**src/rtl/uart_pkg.sv**
```systemverilog
// Constants and state type shared by the 128-bit UART link transmitter and receiver.
package uart_pkg;
    localparam int CLOCK_PER_BIT_DEFAULT = 10417;
    localparam int BLOCK_BITS            = 128;
    localparam int BYTE_BITS             = 8;
    localparam int NUM_BYTES_DEFAULT     = BLOCK_BITS / BYTE_BITS;
    localparam int TIMER_W               = 24;

    typedef enum logic [1:0] {
        IDLE,
        START,
        DATA,
        STOP
    } uart_state_t;
endpackage

```
**src/rtl/uart_bit_timer.sv**
```systemverilog
// Bit-period timer: counts 0..CLOCK_PER_BIT-1 and flags the last cycle of each period.
module uart_bit_timer
    import uart_pkg::*;
#(
    parameter int CLOCK_PER_BIT = CLOCK_PER_BIT_DEFAULT
) (
    input  logic clk,
    input  logic rst_n,
    input  logic clear,
    output logic tick
);
    localparam logic [TIMER_W-1:0] LAST = TIMER_W'(CLOCK_PER_BIT - 1);

    logic [TIMER_W-1:0] count;

    always_ff @(posedge clk or negedge rst_n) begin
        if (!rst_n) begin
            count <= '0;
        end else if (clear || count == LAST) begin
            count <= '0;
        end else begin
            count <= count + 1'b1;
        end
    end

    assign tick = !clear && (count == LAST);
endmodule

```
**src/rtl/uart_block_tx.sv**
```systemverilog
// Serialises one 128-bit block as 16 8N1 frames, most-significant byte first.
module uart_block_tx
    import uart_pkg::*;
#(
    parameter int CLOCK_PER_BIT = CLOCK_PER_BIT_DEFAULT,
    parameter int NUM_BYTES     = NUM_BYTES_DEFAULT
) (
    input  logic                  clk,
    input  logic                  rst_n,
    input  logic [BLOCK_BITS-1:0] data_in,
    input  logic                  send,
    output logic                  tx,
    output logic                  busy,
    output logic                  done
);
    localparam logic [3:0] LAST_BYTE = 4'(NUM_BYTES - 1);

    uart_state_t           state;
    logic [BLOCK_BITS-1:0] shreg;
    logic [2:0]            bit_cnt;
    logic [3:0]            byte_cnt;
    logic                  finish;
    logic                  tick;
    logic [BYTE_BITS-1:0]  cur_byte;

    assign cur_byte = shreg[BLOCK_BITS-1 -: BYTE_BITS];

    uart_bit_timer #(
        .CLOCK_PER_BIT(CLOCK_PER_BIT)
    ) u_timer (
        .clk  (clk),
        .rst_n(rst_n),
        .clear(state == IDLE),
        .tick (tick)
    );

    // tx is driven from the state held during the previous cycle, so it trails the
    // FSM by one clock; finish delays done/busy-release by the same cycle to stay aligned.
    always_ff @(posedge clk or negedge rst_n) begin
        if (!rst_n) begin
            state    <= IDLE;
            shreg    <= '0;
            bit_cnt  <= '0;
            byte_cnt <= '0;
            finish   <= 1'b0;
            tx       <= 1'b1;
            busy     <= 1'b0;
            done     <= 1'b0;
        end else begin
            finish <= 1'b0;
            done   <= finish;
            if (finish) begin
                busy <= 1'b0;
            end
            case (state)
                IDLE: begin
                    tx <= 1'b1;
                    if (send && !busy) begin
                        shreg    <= data_in;
                        byte_cnt <= '0;
                        bit_cnt  <= '0;
                        busy     <= 1'b1;
                        state    <= START;
                    end
                end
                START: begin
                    tx <= 1'b0;
                    if (tick) begin
                        bit_cnt <= '0;
                        state   <= DATA;
                    end
                end
                DATA: begin
                    tx <= cur_byte[bit_cnt];
                    if (tick) begin
                        if (bit_cnt == 3'd7) begin
                            state <= STOP;
                        end else begin
                            bit_cnt <= bit_cnt + 3'd1;
                        end
                    end
                end
                STOP: begin
                    tx <= 1'b1;
                    if (tick) begin
                        if (byte_cnt == LAST_BYTE) begin
                            state  <= IDLE;
                            finish <= 1'b1;
                        end else begin
                            shreg    <= shreg << BYTE_BITS;
                            byte_cnt <= byte_cnt + 4'd1;
                            state    <= START;
                        end
                    end
                end
                default: state <= IDLE;
            endcase
        end
    end
endmodule

```
**config.mk**
```make
export PLATFORM = sky130hd
export DESIGN_NAME = uart_block_tx
export DESIGN_NICKNAME = d
export VERILOG_FILES = /design/src/rtl/uart_pkg.sv /design/src/rtl/uart_bit_timer.sv /design/src/rtl/uart_block_tx.sv
export SDC_FILE = /design/constraint.sdc
export NUM_CORES = 1
export LEC_CHECK = 0
export CAP_MARGIN = 20
export CELL_PAD_IN_SITES_DETAIL_PLACEMENT = 0
export CELL_PAD_IN_SITES_GLOBAL_PLACEMENT = 2
export CORE_UTILIZATION = 36
export DETAILED_ROUTE_END_ITERATION = 12
export MAX_ROUTING_LAYER = met4
export PLACE_DENSITY = 0.84
export SKIP_LAST_GASP = 1
export SLEW_MARGIN = 20
export SYNTH_ARGS = -nofsm -noshare
export SYNTH_HDL_FRONTEND = slang
export SYNTH_SLANG_ARGS = --single-unit
```
**constraint.sdc**
```tcl
create_clock -name clk -period 4.8 [get_ports clk]
set_input_delay 0.96 -clock clk [delete_from_list [all_inputs] [get_ports clk]]
set_output_delay 0.96 -clock clk [all_outputs]
set_load 0.05 [all_outputs]
```
# Word level (Yosys, flattened, before mapping)
# Index checks and enable logic that the tools add are counted.
[classes]
magnitude_cmp = 1
n_mux = 30
n_reduce_logical = 12
add_sub_neg = 3
n_eq_ne = 13
[op_table]
columns = ["operator", "n"]
rows = [
  ["128-bit 2-to-1 mux", 3],
  ["128-bit one-hot mux with 2 select lines", 1],
  ["24-bit by 1-bit adder with 24-bit output, second input constant", 1],
  ["24-bit by 14-bit equality test with 1-bit output, second input constant", 1],
  ["24-bit 2-to-1 mux", 1],
  ["2-bit inequality test, second input constant", 7],
  ["3-bit 2-to-1 mux", 4],
  ["4-bit 2-to-1 mux", 3],
  ["2-bit 2-to-1 mux", 5],
  ["5-bit AND reduction", 2],
  ["3-bit one-hot mux with 3 select lines", 1],
  ["1-bit 2-to-1 mux", 8],
  ["2-bit one-hot mux with 4 select lines", 1],
  ["4-bit one-hot mux with 2 select lines", 1],
  ["4-bit by 1-bit adder with 4-bit output, second input constant", 1],
  ["2-bit equality test, second input constant", 2],
  ["4-bit equality test, second input constant", 1],
  ["3-bit by 4-bit less-than comparator with 1-bit output, second input constant", 1],
  ["4-bit AND reduction", 1],
  ["3-bit by 1-bit adder with 3-bit output, second input constant", 1],
  ["1-bit binary-select mux with 3-bit select", 1],
  ["3-bit equality test, second input constant", 1],
  ["1-bit one-hot mux with 3 select lines", 1],
  ["3-bit nonzero test", 1],
  ["other kinds (7)", 9],
]
[totals]
elab_cells = 68
in_bits = 131
register_bits = 165
out_inout_bits = 3

# Depth between registers and ports, before layout
[logic_depth]
depth_word = 5
ltp_mapped = 10
mapped_depth_nobuf = 7

# Modules after synthesis
# Synthesis repeated with hierarchy kept, for this count alone.
[unflattened]
cells_unflattened = 776
hier_area_um2 = 7743.7
[modules_own_cells]
columns = ["mod", "area_per_inst_um2", "instances", "cells_per_inst", "seq_area_each_um2"]
rows = [
  ["uart_block_tx", 6485.0, 1, 645, 3529.6],
  ["uart_bit_timer", 1258.7, 1, 131, 600.6],
]

# Worst setup path after synthesis
# OpenSTA, ideal clock, no wires.
[synth_timing]
kind = "register to register"
start = "register state[0]"
end = "register shreg[10]"
n_path_buf = 3
period_less_slack_ns = 2.283
setup_slack_ns = 2.517
setup_ns = 0.126
t_arrival_ns = 2.157
stages_incl_launch_ff = 10
t_required_ns = 4.674
cell_sequence = "dfrtp_1 inv_1 ha_1 clkbuf_1 nand2b_1 or4b_1 o2bb2ai_4 buf_2 buf_2 a21oi_1"
[synth_via]
elab_chain_cells = 5
elab_cells_between_ends = 10
cone_classes = "eq/ne (4); mux (1); reduce/logical (5)"
[synth_lines]
columns = ["item", "line_no", "rtl"]
rows = [
  ["start, declared", "uart_block_tx.sv:18", "uart_state_t state;"],
  ["start signal, assigned", "uart_block_tx.sv:41", "state <= IDLE;"],
  ["start signal, assigned", "uart_block_tx.sv:63", "state <= START;"],
  ["start signal, assigned", "uart_block_tx.sv:70", "state <= DATA;"],
  ["2-bit zero test", "uart_block_tx.sv:33, uart_block_tx.sv:55", ""],
  ["1-bit zero test", "uart_bit_timer.sv:26", "assign tick = !clear && (count == LAST);"],
  ["1-bit logical AND", "uart_bit_timer.sv:26", ""],
  ["2-bit inequality test (no line)", "--", ""],
  ["4-bit AND reduction (no line)", "--", ""],
  ["end signal, assigned", "uart_block_tx.sv:59", "shreg <= data_in;"],
  ["end signal, assigned", "uart_block_tx.sv:90", "shreg <= shreg << BYTE_BITS;"],
  ["end, declared", "uart_block_tx.sv:19", "logic [BLOCK_BITS-1:0] shreg;"],
]
# Parallel ways exist; a longest one is shown, timed or not.
# A chain may end at the register's enable or synchronous reset.

# Worst setup path in the final report
[layout_timing]
start = "register state[0]"
end = "register shreg[87]"
# Same word-level chain as after synthesis.

==> key figures <==
Clock network
  • Hold_buf cts: 0
  • Clk Tree Root Cell: clkbuf_16
  • TritonCTS Buffers: 17
  • Clock sinks: 165
  • Post-CTS Setup Inserts: 0
  • Clock Latency Late Sink: 0.43 ns
  • Maximum root-to-sink buffer count: 2
  • CTS resizes: 0
  • H-tree depth: 4
  • CTS tree: built
  • Clk pin slew, worst setup/hold paths: 0.07 ns

Timing
  • Final setup fails: 0
  • Fmax: approximately 360 MHz
  • Hold Vio Cnt, Final: 0
  • Sum of negative setup slack: 0 ns
  • Final hold slack: 0.405 ns
  • Setup slack after layout: 2.00 ns
  • Worst slew margin: 0.323
  • Tmin final: about 2.8 ns
  • Slew Viols, Final: 0
  • Skew final: 0.0128 ns
  • Post-route clock period utilization: 0.583
  • RSZ-0062 raised after global routing: false
  • Least-Margin Pin Slew: between 1 and 1.5 ns

Yosys
  • Sequential fraction of the synthesis area: 0.532
  • Flops & latches, synth: 165
  • Cells after Synth: 750
  • Warnings from Yosys: 0
  • Area leader, netlist: dfrtp_1
  • Post-synth top cells: dfrtp_1, nor2_1, a21oi_1
  • Mean Syn Cell Area: 10.4 um2
  • Synth cell types: 43
  • FFs w/ async S/R, synth: 1.00
  • Most frequent cell after synthesis: dfrtp_1
  • Top cells by area, synth: dfrtp_1, mux2i_1, a21oi_1
  • Yosys top cell area share: 0.528
  • Main synth FF type: dfrtp_1
  • Number of synthesized flops with an enable pin: 0
  • Post-synth net total: 890
  • Mapped Area: 0.00777 mm2

Floorplan
  • Die Height: 149 um
  • Total die area: around 0.022 mm2
  • I/O pin count: 134
  • Core footprint: 0.0211 mm2
  • Initial Util: 0.368
  • Rows: 53
  • Die X: approximately 150 um

Drt
  • Drt pass-1 iters: 4
  • DR vias/cell: 4.89
  • Vias: about 5,600
  • Detail Route Antenna Nets: 0
  • # DRC: 0
  • Drt initial violations: about 340
  • Routed WL per cell: 15.2 um
  • Detailed Route WL: approximately 17 mm

Critical path
  • Worst R2R Start: state[0]
  • CP Capture Type: flop
  • Worst Reg-to-Reg Cells: 8
  • CP top delay family: simple AND/OR/NAND/NOR gates
  • Critical-path cell list: inv_1, ha_1, nand2b_1, or4b_1, o2bb2ai_4, buf_12, nor2_1, a21oi_1
  • Stages on worst setup path: 8
  • Critical Path AT: around 3.2 ns
  • Crit-path max FO: 136
  • WS Path Type: reg -> reg
  • Crit path to: shreg[87]
  • CP Launch Type: flop
  • Flop2flop setup slack: around 2.0 ns
  • Required time of the critical path: between 5 and 6 ns
  • Critical Path Max Stage Delay: 0.55 ns
  • Buf+Inv Stages, Crit Path: 2
  • Setup crit start: state[0]
  • CP max stage cell: or4b_1
  • Worst r2r dst: shreg[87]

GRT
  • Vias in the first global route: 5,780
  • Initial antenna violation count: 2
  • First-pass GRT wire length: a little under 30 mm
  • Congestion Overflow GR: 0
  • Gr usage total: 0.173
  • Largest net degree at the start of global routing: roughly 140

Power
  • Pleak: 4.14 nW
  • Int Pwr: 3.79 mW
  • Sw Ratio: 0.323
  • Max rail drop VDD: between 0.0002 and 0.00025 V
  • Reg power frac: 0.415
  • Clk pwr share: 0.270
  • P per Cell Area: 561 mW/mm2
  • P_sw: 1.81 mW
  • Comb pwr share: 0.315

Outcome
  • Outcome: finished, final reports clean

Placement
  • Hpwl dp: roughly 12 mm
  • DP Worst Slack: 2.05 ns
  • Final GP Congestion: 0.745
  • Port Buffers: 133
  • Dpl cell area: slightly above 0.009 mm2

Final layout
  • Layout Nets: about 1,000
  • Final core occ: 0.473
  • Ratio of cells with drive above 1 in the final layout: 0.0538
  • Final instance area: 0.00997 mm2
  • Area added between synthesis and finish: 28.4%

Flow run
  • # Max-Cap Violations: 0

Min path
  • Hold Path Class: reg -> reg
cells in the final DEF (no fill, tap or decap), types with 10 or more instances in the layout:
cell / count
xor2_1: 15
nand3_1: 13
a21oi_1: 125
nand2_1: 11
mux2i_1: 121
clkbuf_16: 17
o21ai_0: 10
clkdlybuf4s50_1: 132
inv_1: 19
nor2_1: 153
dfrtp_1: 164
area by class of cell:
class	instances	area [um2]
flip-flops and latches	165	4130
fillers	1988	11100
well taps	275	344
clock buffers	20	447
diodes	2	5.00
inverters	19	71.3
clock inverters	12	203
repair buffers	138	1410
multi-input cells	519	3370
per-stage QoR:
step                      instances  power, mW
after global placement         1116       4.05
after CTS                      1148       5.67
after global routing           1150       6.01
final                          1150       5.59
after floorplan                 750       3.61
after detailed placement       1116       4.12
how the worst min path moves through the flow:
| stage | start | end | slack [ns] | depth (start not counted) |
|---|---|---|---|---|
| after floorplan | finish | done | 0.35 | 0 |
| after global placement | finish | done | 0.37 | 0 |
| after detailed placement | finish | done | 0.39 | 0 |
| after CTS | finish | done | 0.41 | 0 |
| after global routing | finish | done | 0.41 | 0 |
| final | finish | done | 0.40 | 0 |
power by group through the flow:
stage | Sequential, mW | Clock [mW] | Combinational, mW
2_1_floorplan | 2.24 | 0 | 1.37
3_3_place_gp | 2.33 | 0 | 1.72
3_5_place_dp | 2.35 | 0 | 1.78
4_1_cts | 2.33 | 1.55 | 1.79
5_1_grt | 2.40 | 1.61 | 2.00
6_report | 2.32 | 1.51 | 1.76
per-layer routing:
metal  track usage  routed length, um  vias up
met5             -                  0        -
met4        0.0515                180        0
met3        0.0557                985       13
met2         0.255               8060      106
met1         0.228               8230     2699
li1              -                  -     2810
state kept, by name, indices dropped and copies added, names as in the netlist:
signal,count
shreg,128
byte_cnt,4
bit_cnt,3
busy,1
finish,1
state,2
tx,1
u_timer.count,24
done,1
logic make-up after synthesis:
| family | after synthesis | synth area share |
|---|---|---|
| compound gates | 146 | 0.101 |
| buf+inv | 66 | 0.0385 |
| xor+xnor | 22 | 0.0248 |
| fa+ha+maj | 9 | 0.0145 |
| simple gates | 216 | 0.123 |
| flops | 165 | 0.532 |
| mux | 126 | 0.166 |
No activity file was read; power rests on OpenSTA's default activity.
